**src/rtl/bus_decoder_ctrl.sv**
```systemverilog
// Registered address decoder: maps one master request onto N_SLAVES base/mask windows, waits for slave ready.
// Latency: 1 cycle to response on unmapped addresses, 2 + slave wait cycles on a hit (capped by TIMEOUT).
// Backpressure: one request in flight; req_i is only sampled in IDLE and ignored while busy_o is high.
module bus_decoder_ctrl #(
    parameter int N_SLAVES = 4,
    parameter int ADDR_W   = 32,
    parameter int DATA_W   = 32,
    parameter logic [N_SLAVES*ADDR_W-1:0] SLAVE_BASE =
        {32'h70000000, 32'h60000000, 32'h50000000, 32'h80000000},
    parameter logic [N_SLAVES*ADDR_W-1:0] SLAVE_MASK =
        {32'hFFFFF000, 32'hFFFFF000, 32'hFFFFF000, 32'hE0000000},
    parameter int TIMEOUT  = 15
) (
    input  logic                       clk_i,
    input  logic                       rst_ni,
    input  logic                       req_i,
    input  logic                       we_i,
    input  logic [ADDR_W-1:0]          addr_i,
    input  logic [DATA_W-1:0]          wdata_i,
    output logic [DATA_W-1:0]          rdata_o,
    output logic                       rvalid_o,
    output logic                       err_o,
    output logic                       busy_o,
    output logic [N_SLAVES-1:0]        en_o,
    output logic                       we_o,
    output logic [ADDR_W-1:0]          addr_o,
    output logic [DATA_W-1:0]          wdata_o,
    input  logic [N_SLAVES*DATA_W-1:0] slv_rdata_i,
    input  logic [N_SLAVES-1:0]        slv_ready_i
);

    localparam int SEL_W = (N_SLAVES > 1) ? $clog2(N_SLAVES) : 1;
    localparam int CNT_W = $clog2(TIMEOUT + 1);

    typedef enum logic [1:0] {IDLE, ACCESS, RESP} state_t;

    state_t             state_q, state_d;
    logic [CNT_W-1:0]   cnt_q, cnt_d;
    logic [SEL_W-1:0]   sel_q;
    logic               we_q;
    logic [ADDR_W-1:0]  addr_q;
    logic [DATA_W-1:0]  wdata_q;
    logic [DATA_W-1:0]  rdata_q;
    logic               err_q;

    logic               hit;
    logic [SEL_W-1:0]   hit_idx;
    logic               sel_ready;
    logic [DATA_W-1:0]  sel_rdata;
    logic               req_ld;
    logic               rsp_ld;
    logic               rsp_err;
    logic [DATA_W-1:0]  rsp_dat;

    // Descending scan so the lowest matching channel is the one left standing.
    always_comb begin
        hit     = 1'b0;
        hit_idx = '0;
        for (int i = N_SLAVES - 1; i >= 0; i--) begin
            if ((addr_i & SLAVE_MASK[i*ADDR_W +: ADDR_W]) == SLAVE_BASE[i*ADDR_W +: ADDR_W]) begin
                hit     = 1'b1;
                hit_idx = SEL_W'(i);
            end
        end
    end

    always_comb begin
        sel_ready = 1'b0;
        sel_rdata = '0;
        for (int i = 0; i < N_SLAVES; i++) begin
            if (sel_q == SEL_W'(i)) begin
                sel_ready = slv_ready_i[i];
                sel_rdata = slv_rdata_i[i*DATA_W +: DATA_W];
            end
        end
    end

    always_ff @(posedge clk_i or negedge rst_ni) begin
        if (!rst_ni) begin
            state_q <= IDLE;
        end else begin
            state_q <= state_d;
        end
    end

    always_comb begin
        state_d = state_q;
        cnt_d   = cnt_q;
        req_ld  = 1'b0;
        rsp_ld  = 1'b0;
        rsp_err = 1'b0;
        rsp_dat = '0;
        case (state_q)
            IDLE: begin
                if (req_i) begin
                    req_ld = 1'b1;
                    if (hit) begin
                        state_d = ACCESS;
                        cnt_d   = '0;
                    end else begin
                        state_d = RESP;
                        rsp_ld  = 1'b1;
                        rsp_err = 1'b1;
                    end
                end
            end
            ACCESS: begin
                // Ready is checked before the timeout so a last-cycle ready still completes cleanly.
                if (sel_ready) begin
                    state_d = RESP;
                    rsp_ld  = 1'b1;
                    rsp_dat = we_q ? '0 : sel_rdata;
                end else if (cnt_q == CNT_W'(TIMEOUT - 1)) begin
                    state_d = RESP;
                    rsp_ld  = 1'b1;
                    rsp_err = 1'b1;
                end else begin
                    cnt_d = cnt_q + 1'b1;
                end
            end
            RESP: begin
                state_d = IDLE;
            end
            default: begin
                state_d = IDLE;
            end
        endcase
    end

    always_ff @(posedge clk_i or negedge rst_ni) begin
        if (!rst_ni) begin
            cnt_q   <= '0;
            sel_q   <= '0;
            we_q    <= 1'b0;
            addr_q  <= '0;
            wdata_q <= '0;
            rdata_q <= '0;
            err_q   <= 1'b0;
        end else begin
            cnt_q <= cnt_d;
            if (req_ld) begin
                sel_q   <= hit_idx;
                we_q    <= we_i;
                addr_q  <= addr_i;
                wdata_q <= wdata_i;
            end
            if (rsp_ld) begin
                rdata_q <= rsp_dat;
                err_q   <= rsp_err;
            end
        end
    end

    // Enable decoded from registered state so an async reset drops it without a clock.
    always_comb begin
        en_o = '0;
        for (int i = 0; i < N_SLAVES; i++) begin
            en_o[i] = (state_q == ACCESS) && (sel_q == SEL_W'(i));
        end
    end

    assign rvalid_o = (state_q == RESP);
    assign busy_o   = (state_q != IDLE);
    assign rdata_o  = rdata_q;
    assign err_o    = err_q;
    assign we_o     = we_q;
    assign addr_o   = addr_q;
    assign wdata_o  = wdata_q;

endmodule

```
**config.mk**
```make
export PLATFORM = sky130hd
export DESIGN_NAME = bus_decoder_ctrl
export DESIGN_NICKNAME = d
export VERILOG_FILES = /design/src/rtl/bus_decoder_ctrl.sv
export SDC_FILE = /design/constraint.sdc
export NUM_CORES = 1
export LEC_CHECK = 0
export BUFFER_PORTS_ARGS = -buffer_cell sky130_fd_sc_hd__buf_4
export CAP_MARGIN = 10
export CORE_MARGIN = 5
export CORE_UTILIZATION = 43
export CTS_BUF_LIST = sky130_fd_sc_hd__clkbuf_16
export DETAILED_ROUTE_END_ITERATION = 12
export PLACE_DENSITY = 0.84
export SYNTH_ARGS = -nofsm -noshare
export SYNTH_HDL_FRONTEND = slang
export SYNTH_SLANG_ARGS = --single-unit
```
**constraint.sdc**
```tcl
create_clock -name clk_i -period 2.3 [get_ports clk_i]
set_input_delay 0.345 -clock clk_i [delete_from_list [all_inputs] [get_ports clk_i]]
set_output_delay 0.345 -clock clk_i [all_outputs]
set_load 0.01 [all_outputs]
```
==> results of run 1 <==
==> cells in the mapped netlist (3+ instances only) <==
cell / number
nand2_1: 201
dfrtp_1: 106
mux4_2: 33
a22o_1: 29
clkbuf_1: 14
buf_6: 8
nor2_1: 8
inv_1: 5
a22o_2: 4
buf_1: 3
nor3_1: 3
==> critical path, stage by stage, from the launching register on <==
cell,delay (ns)
dfrtp_2,0.37
buf_4,0.54
nand2_1,0.13
nor2_1,0.16
buf_4,0.15
==> kinds of logic (layout without fill, tap and decap cells) <==
group / after synthesis / in the layout / synth area share [%]
compound gates: 44 / 44 / 7.84
fa+ha+maj: 2 / 2 / 0.506
buf+inv: 33 / 336 / 3.95
flops: 106 / 106 / 53.6
mux: 34 / 34 / 15.2
simple gates: 229 / 229 / 18.9
==> layer usage <==
| metal | track usage, % | wire, um | vias to the layer above |
|---|---|---|---|
| met3 | 4.78 | 1540 | 37 |
| met2 | 42.1 | 8990 | 247 |
| li1 | - | - | 2133 |
| met5 | 0 | 0 | - |
| met1 | 31.4 | 6650 | 2301 |
| met4 | 9.86 | 567 | 0 |
==> area by class of cell <==
type | count | area, um2
Fill cell | 873 | 3720
Sequential cell | 106 | 2650
Timing Repair Buffer | 315 | 2400
Multi-Input combinational cell | 309 | 2110
Clock buffer | 9 | 225
Tap cell | 143 | 179
Clock inverter | 7 | 68.8
Inverter | 5 | 18.8
==> sequential cells by signal, indices dropped and copies added (netlist names) <==
register,count
state_q,2
addr_o,32
rdata_o,32
cnt_q,4
wdata_o,32
sel_q,2
err_o,1
we_o,1
==> where the power goes <==
group / total (uW) / switching (uW) / internal, uW
registers: 3180 / 513 / 2670
clock network: 1520 / 682 / 841
logic: 3650 / 1850 / 1800
total: 8350 / 3040 / 5310
==> stage by stage <==
step                      area (um2)  total power (uW)
after floorplan                 4950              4830
after global placement          7330              6730
after detailed placement        7330              6880
after CTS                       7640              8420
after global routing            7650              8890
final                           7650              8350
==> final timing paths <==
| path | to | cells after the start | startpoint |
|---|---|---|---|
| setup / recovery | en_o[1] | 4 | sel_q[0] |
| hold / removal | wdata_o[29] | 3 | wdata_i[29] |
| setup reg to reg | rdata_o[27] | 5 | sel_q[0] |
| hold reg to reg | wdata_o[5] | 2 | wdata_o[5] |
| max in group asynchronous | rdata_o[8] | 3 | rst_ni |
| min in group asynchronous | rdata_o[24] | 2 | rst_ni |
==> results.cfg, run 1 <==
[clock_network]
cts.sinks = 106
worstSkewPairLatency_ns = 0.34
post_cts_buffers = 0
cts_resized = 0
cts.path.max_buffers = 2
postCtsHoldBufs = 1
htree_levels = 3
cts_buffers = 9
tritoncts = yes
path_clk_slew_ns = 0.07
cts_root_buf = clkbuf_16

[sta]
worstMarginPinSlew_ns = 0.709
setup_violations = 0
grt_setup_unrepaired = no
whs_ns = 0.192
finClkSkew_ns = 0.00791
fmax_mhz = 486
setup_slack_ns = 0.242
finalCriticalPeriod_ns = 2.06
relSlewSlack_pct = 52.7
fin_tns_setup_ns = 0
final.period_utilization_pct = 89.5
hold_viol = 0
drv_slew = 0

[placement]
place.gp.congestion = 0.978
port-buffer-count = 303
post-place-ws_ns = 0.0913
dpl.cell_count = 876
place.detailed.hpwl_mm = 14.2

[global_route]
antenna_found_initial = 0
grt_pass1_wl_mm = 25.6
grt_overflow = 0
track_usage_pct = 24.8
grt_max_degree = 44
grt_pass1_vias = 4740

[synthesis]
postSynthCellCount = 448
ys_async_sr_fraction_pct = 100
synth_area_mm2 = 0.00495
yosys.area.top_type = dfrtp_1
synth_edf_count = 0
syn_area_per_cell_um2 = 11.0
ys_ff_latch = 106
yosys_warnings = 0
yosysTopAreaCellShare_pct = 53.6
synth.area.top_cells = dfrtp_1 (54%), nand2_1 (15%), mux4_2 (15%), a22o_1 (5.1%), buf_6 (1.8%)
synth.distinct_cells = 36
syn_nets = 650
synth_seq_area_share_pct = 53.6
synth_flop_cell = dfrtp_1

[flow_run]
drv_cap = 0

[pwr]
p_per_area_mw_per_mm2 = 1090
vdd_ir_drop_max_v = 0.000645
p_leak_uw = 0.00407

[route]
vias_per_cell = 5.28
drc = 0
drt_iter0_drc = 321
wirelength_mm = 17.7
ant_nets = 0
vias = 4718
post_drt_wl_per_cell_um = 19.8
drt_pass1_iterations = 5

[setup_path]
cp_max_fo = 37
critPathKind = flip-flop to output port
r2r_slack_ns = 0.36
cp.required_ns = 1.96
start_kind = flip-flop
crit_arrival_ns = 1.71
setup.worst_path.end_class = output port

[die]
ios = 304
start_util_pct = 43.5
die_height_um = 117
placeableCoreArea_mm2 = 0.0114
fp-row-count = 39
die_x_um = 117
die_area_mm2 = 0.0137

[finish]
final_cells = 894
final_cell_mix = buf_4 (311), nand2_1 (200), dfrtp_1 (105), mux4_2 (33), a22o_1 (29)
n_antenna_cell = 0
final_nets = 948
fin_util_pct = 67.3
final_common_cell = buf_4
drive_gt1_share_pct = 49.8
area_growth_pct = 54.7

[worst_hold_path]
hold_class = input pin to flip-flop

[outcome]
status = completed
No activity file was read; power rests on OpenSTA's default activity.
==> inputs of run 2 (changes only) <==
--- a/config.mk
+++ b/config.mk
@@ -7,8 +7,10 @@
 export LEC_CHECK = 0
 export BUFFER_PORTS_ARGS = -buffer_cell sky130_fd_sc_hd__buf_4
 export CAP_MARGIN = 10
+export CELL_PAD_IN_SITES_DETAIL_PLACEMENT = 0
+export CELL_PAD_IN_SITES_GLOBAL_PLACEMENT = 1
 export CORE_MARGIN = 5
-export CORE_UTILIZATION = 43
+export CORE_UTILIZATION = 31
 export CTS_BUF_LIST = sky130_fd_sc_hd__clkbuf_16
 export DETAILED_ROUTE_END_ITERATION = 12
 export PLACE_DENSITY = 0.84
==> results.cfg, run 2 (same netlist as run 1, synthesis figures left out) <==
[outcome]
status = completed

[worst_hold_path]
hp-start = wdata_i[10]
hold_class = input pin to flip-flop
whs_endpoint = wdata_o[10]
worstHoldPathCells = 3

[clock_network]
cts.sinks = 106
cts_root_buf = clkbuf_16
cts_buffers = 9
tritoncts = yes
worstSkewPairLatency_ns = 0.34
cts.path.max_buffers = 2
htree_levels = 3
path_clk_slew_ns = 0.08

[sta]
worstMarginPinSlew_ns = 0.674
fmax_mhz = 494
grt_setup_unrepaired = no
finalCriticalPeriod_ns = 2.03
setup_violations = 0
setup_slack_ns = 0.274
hold_viol = 0
fin_tns_setup_ns = 0
relSlewSlack_pct = 55.1
final.period_utilization_pct = 88.1
drv_slew = 0
finClkSkew_ns = 0.00800

[die]
ios = 304
fp-row-count = 46
die_area_mm2 = 0.0186
placeableCoreArea_mm2 = 0.0158
start_util_pct = 31.4
die_height_um = 136
die_x_um = 136

[finish]
final_common_cell = buf_4
final_cell_mix = buf_4 (309), nand2_1 (200), dfrtp_1 (104), mux4_2 (33), a22o_1 (29)
final_nets = 946
fillCellCount = 1473
drive_gt1_share_pct = 49.9
area_growth_pct = 56.4
n_antenna_cell = 0

[global_route]
grt_overflow = 0
grt_max_degree = 55
grt_pass1_vias = 4907
antenna_found_initial = 0
grt_pass1_wl_mm = 26.2
track_usage_pct = 18.1

[pwr]
combPwrFrac_pct = 43.5
swShare_pct = 36.6
power.share.clock_pct = 18.8
p_int_uw = 5330
p_leak_uw = 0.00407
switchingPower_uw = 3080
vdd_ir_drop_max_v = 0.000475
p_per_area_mw_per_mm2 = 1090
power_frac_seq_pct = 37.7

[setup_path]
r2r_slack_ns = 0.39
rr_worst_depth = 4
startpoint = sel_q[0]
cp_top_family = buffers and inverters
critPathKind = flip-flop to output port
crit_arrival_ns = 1.68
cp_max_fo = 37
crit_chain = buf_4 -> and3_1 -> buf_4
critPathMaxStageDelay_ns = 0.54
cp.required_ns = 1.96
slowest_stage = buf_4
cpMostUsedCell = buf_4
r2r-start = sel_q[0]
reg2reg_to = cnt_q[0]
path_depth = 3
worst-path-buf-inv = 2
start_kind = flip-flop
setup.worst_path.end_class = output port

[placement]
place.gp.congestion = 0.831
port-buffer-count = 303
post-place-ws_ns = 0.134
place.detailed.hpwl_mm = 13.5

[route]
drc = 0
drt_iter0_drc = 256
post_drt_wl_per_cell_um = 17.7
vias_per_cell = 4.71
vias = 4545
wirelength_mm = 17.1
ant_nets = 0
drt_pass1_iterations = 4

[flow_run]
drv_cap = 0
[run 2: cell count changes in the layout (fill, tap and decap cells not counted)]
| cell | delta |
|---|---|
| dfrtp_2 | +1 |
| clkinvlp_4 | -1 |
| buf_4 | -2 |
| buf_8 | -1 |
| dfrtp_1 | -1 |
| inv_1 | -1 |
| buf_12 | +1 |
| inv_6 | +2 |
[run 2: repair_timing]
action                    in CTS  in global routing
hold buffers                   1                  0
hold endpoints to repair       8                  0
buffers inserted               0                  0
resized for setup              0                  0
[run 2: worst min-delay path, stage by stage]
cell,delay (ns)
buf_4,0.08
nand2_1,0.04
nand2_1,0.04
[run 2: worst max-delay path by stage]
stage             endpoint  slack, ns
6_report           en_o[3]       0.27
5_1_grt            en_o[1]       0.12
4_1_cts            en_o[3]       0.19
3_5_place_dp   rdata_o[18]       0.13
3_3_place_gp   rdata_o[31]       0.19
2_1_floorplan  rdata_o[15]       0.38
[run 2: per-layer routing]
| layer | up-vias | wire length (um) | share of wire (%) | global-route usage, % |
|---|---|---|---|---|
| met5 | - | 0 | 0 | 0 |
| met3 | 24 | 1440 | 8.4 | 5.26 |
| li1 | 2127 | - | - | - |
| met2 | 183 | 8870 | 52 | 32.1 |
| met1 | 2211 | 6480 | 38 | 20.9 |
| met4 | 0 | 329 | 1.9 | 5.99 |
[run 2: per-stage QoR]
stage	util, %	total power (uW)	hold WS [ns]	instance area, um2	instances
finish	49.1	8400	0.188	7740	965
floorplan	-	4830	0.0494	4950	448
global placement	47.1	6820	0.353	7430	948
detailed placement	47.1	6930	0.359	7430	948
global route	49.1	9010	0.181	7740	965
CTS	49.1	8540	0.171	7740	965
[run 2: final cells by class]
type,instances,area (um2),area share [%]
Tap cell,216,270,3.49
Sequential cell,106,2660,34.3
Clock inverter,7,75.1,0.970
Clock buffer,9,225,2.91
Timing Repair Buffer,313,2390,30.9
Inverter,5,18.8,0.242
Multi-Input combinational cell,309,2110,27.2
[run 2: power groups by stage]
| stage | Sequential [uW] | Clock [uW] | Combinational [uW] |
|---|---|---|---|
| after global routing | 3270 | 1700 | 4040 |
| after global placement | 3160 | 0 | 3660 |
| final | 3170 | 1580 | 3660 |
| after CTS | 3170 | 1630 | 3740 |
| after detailed placement | 3190 | 0 | 3740 |
| after floorplan | 3480 | 0 | 1350 |
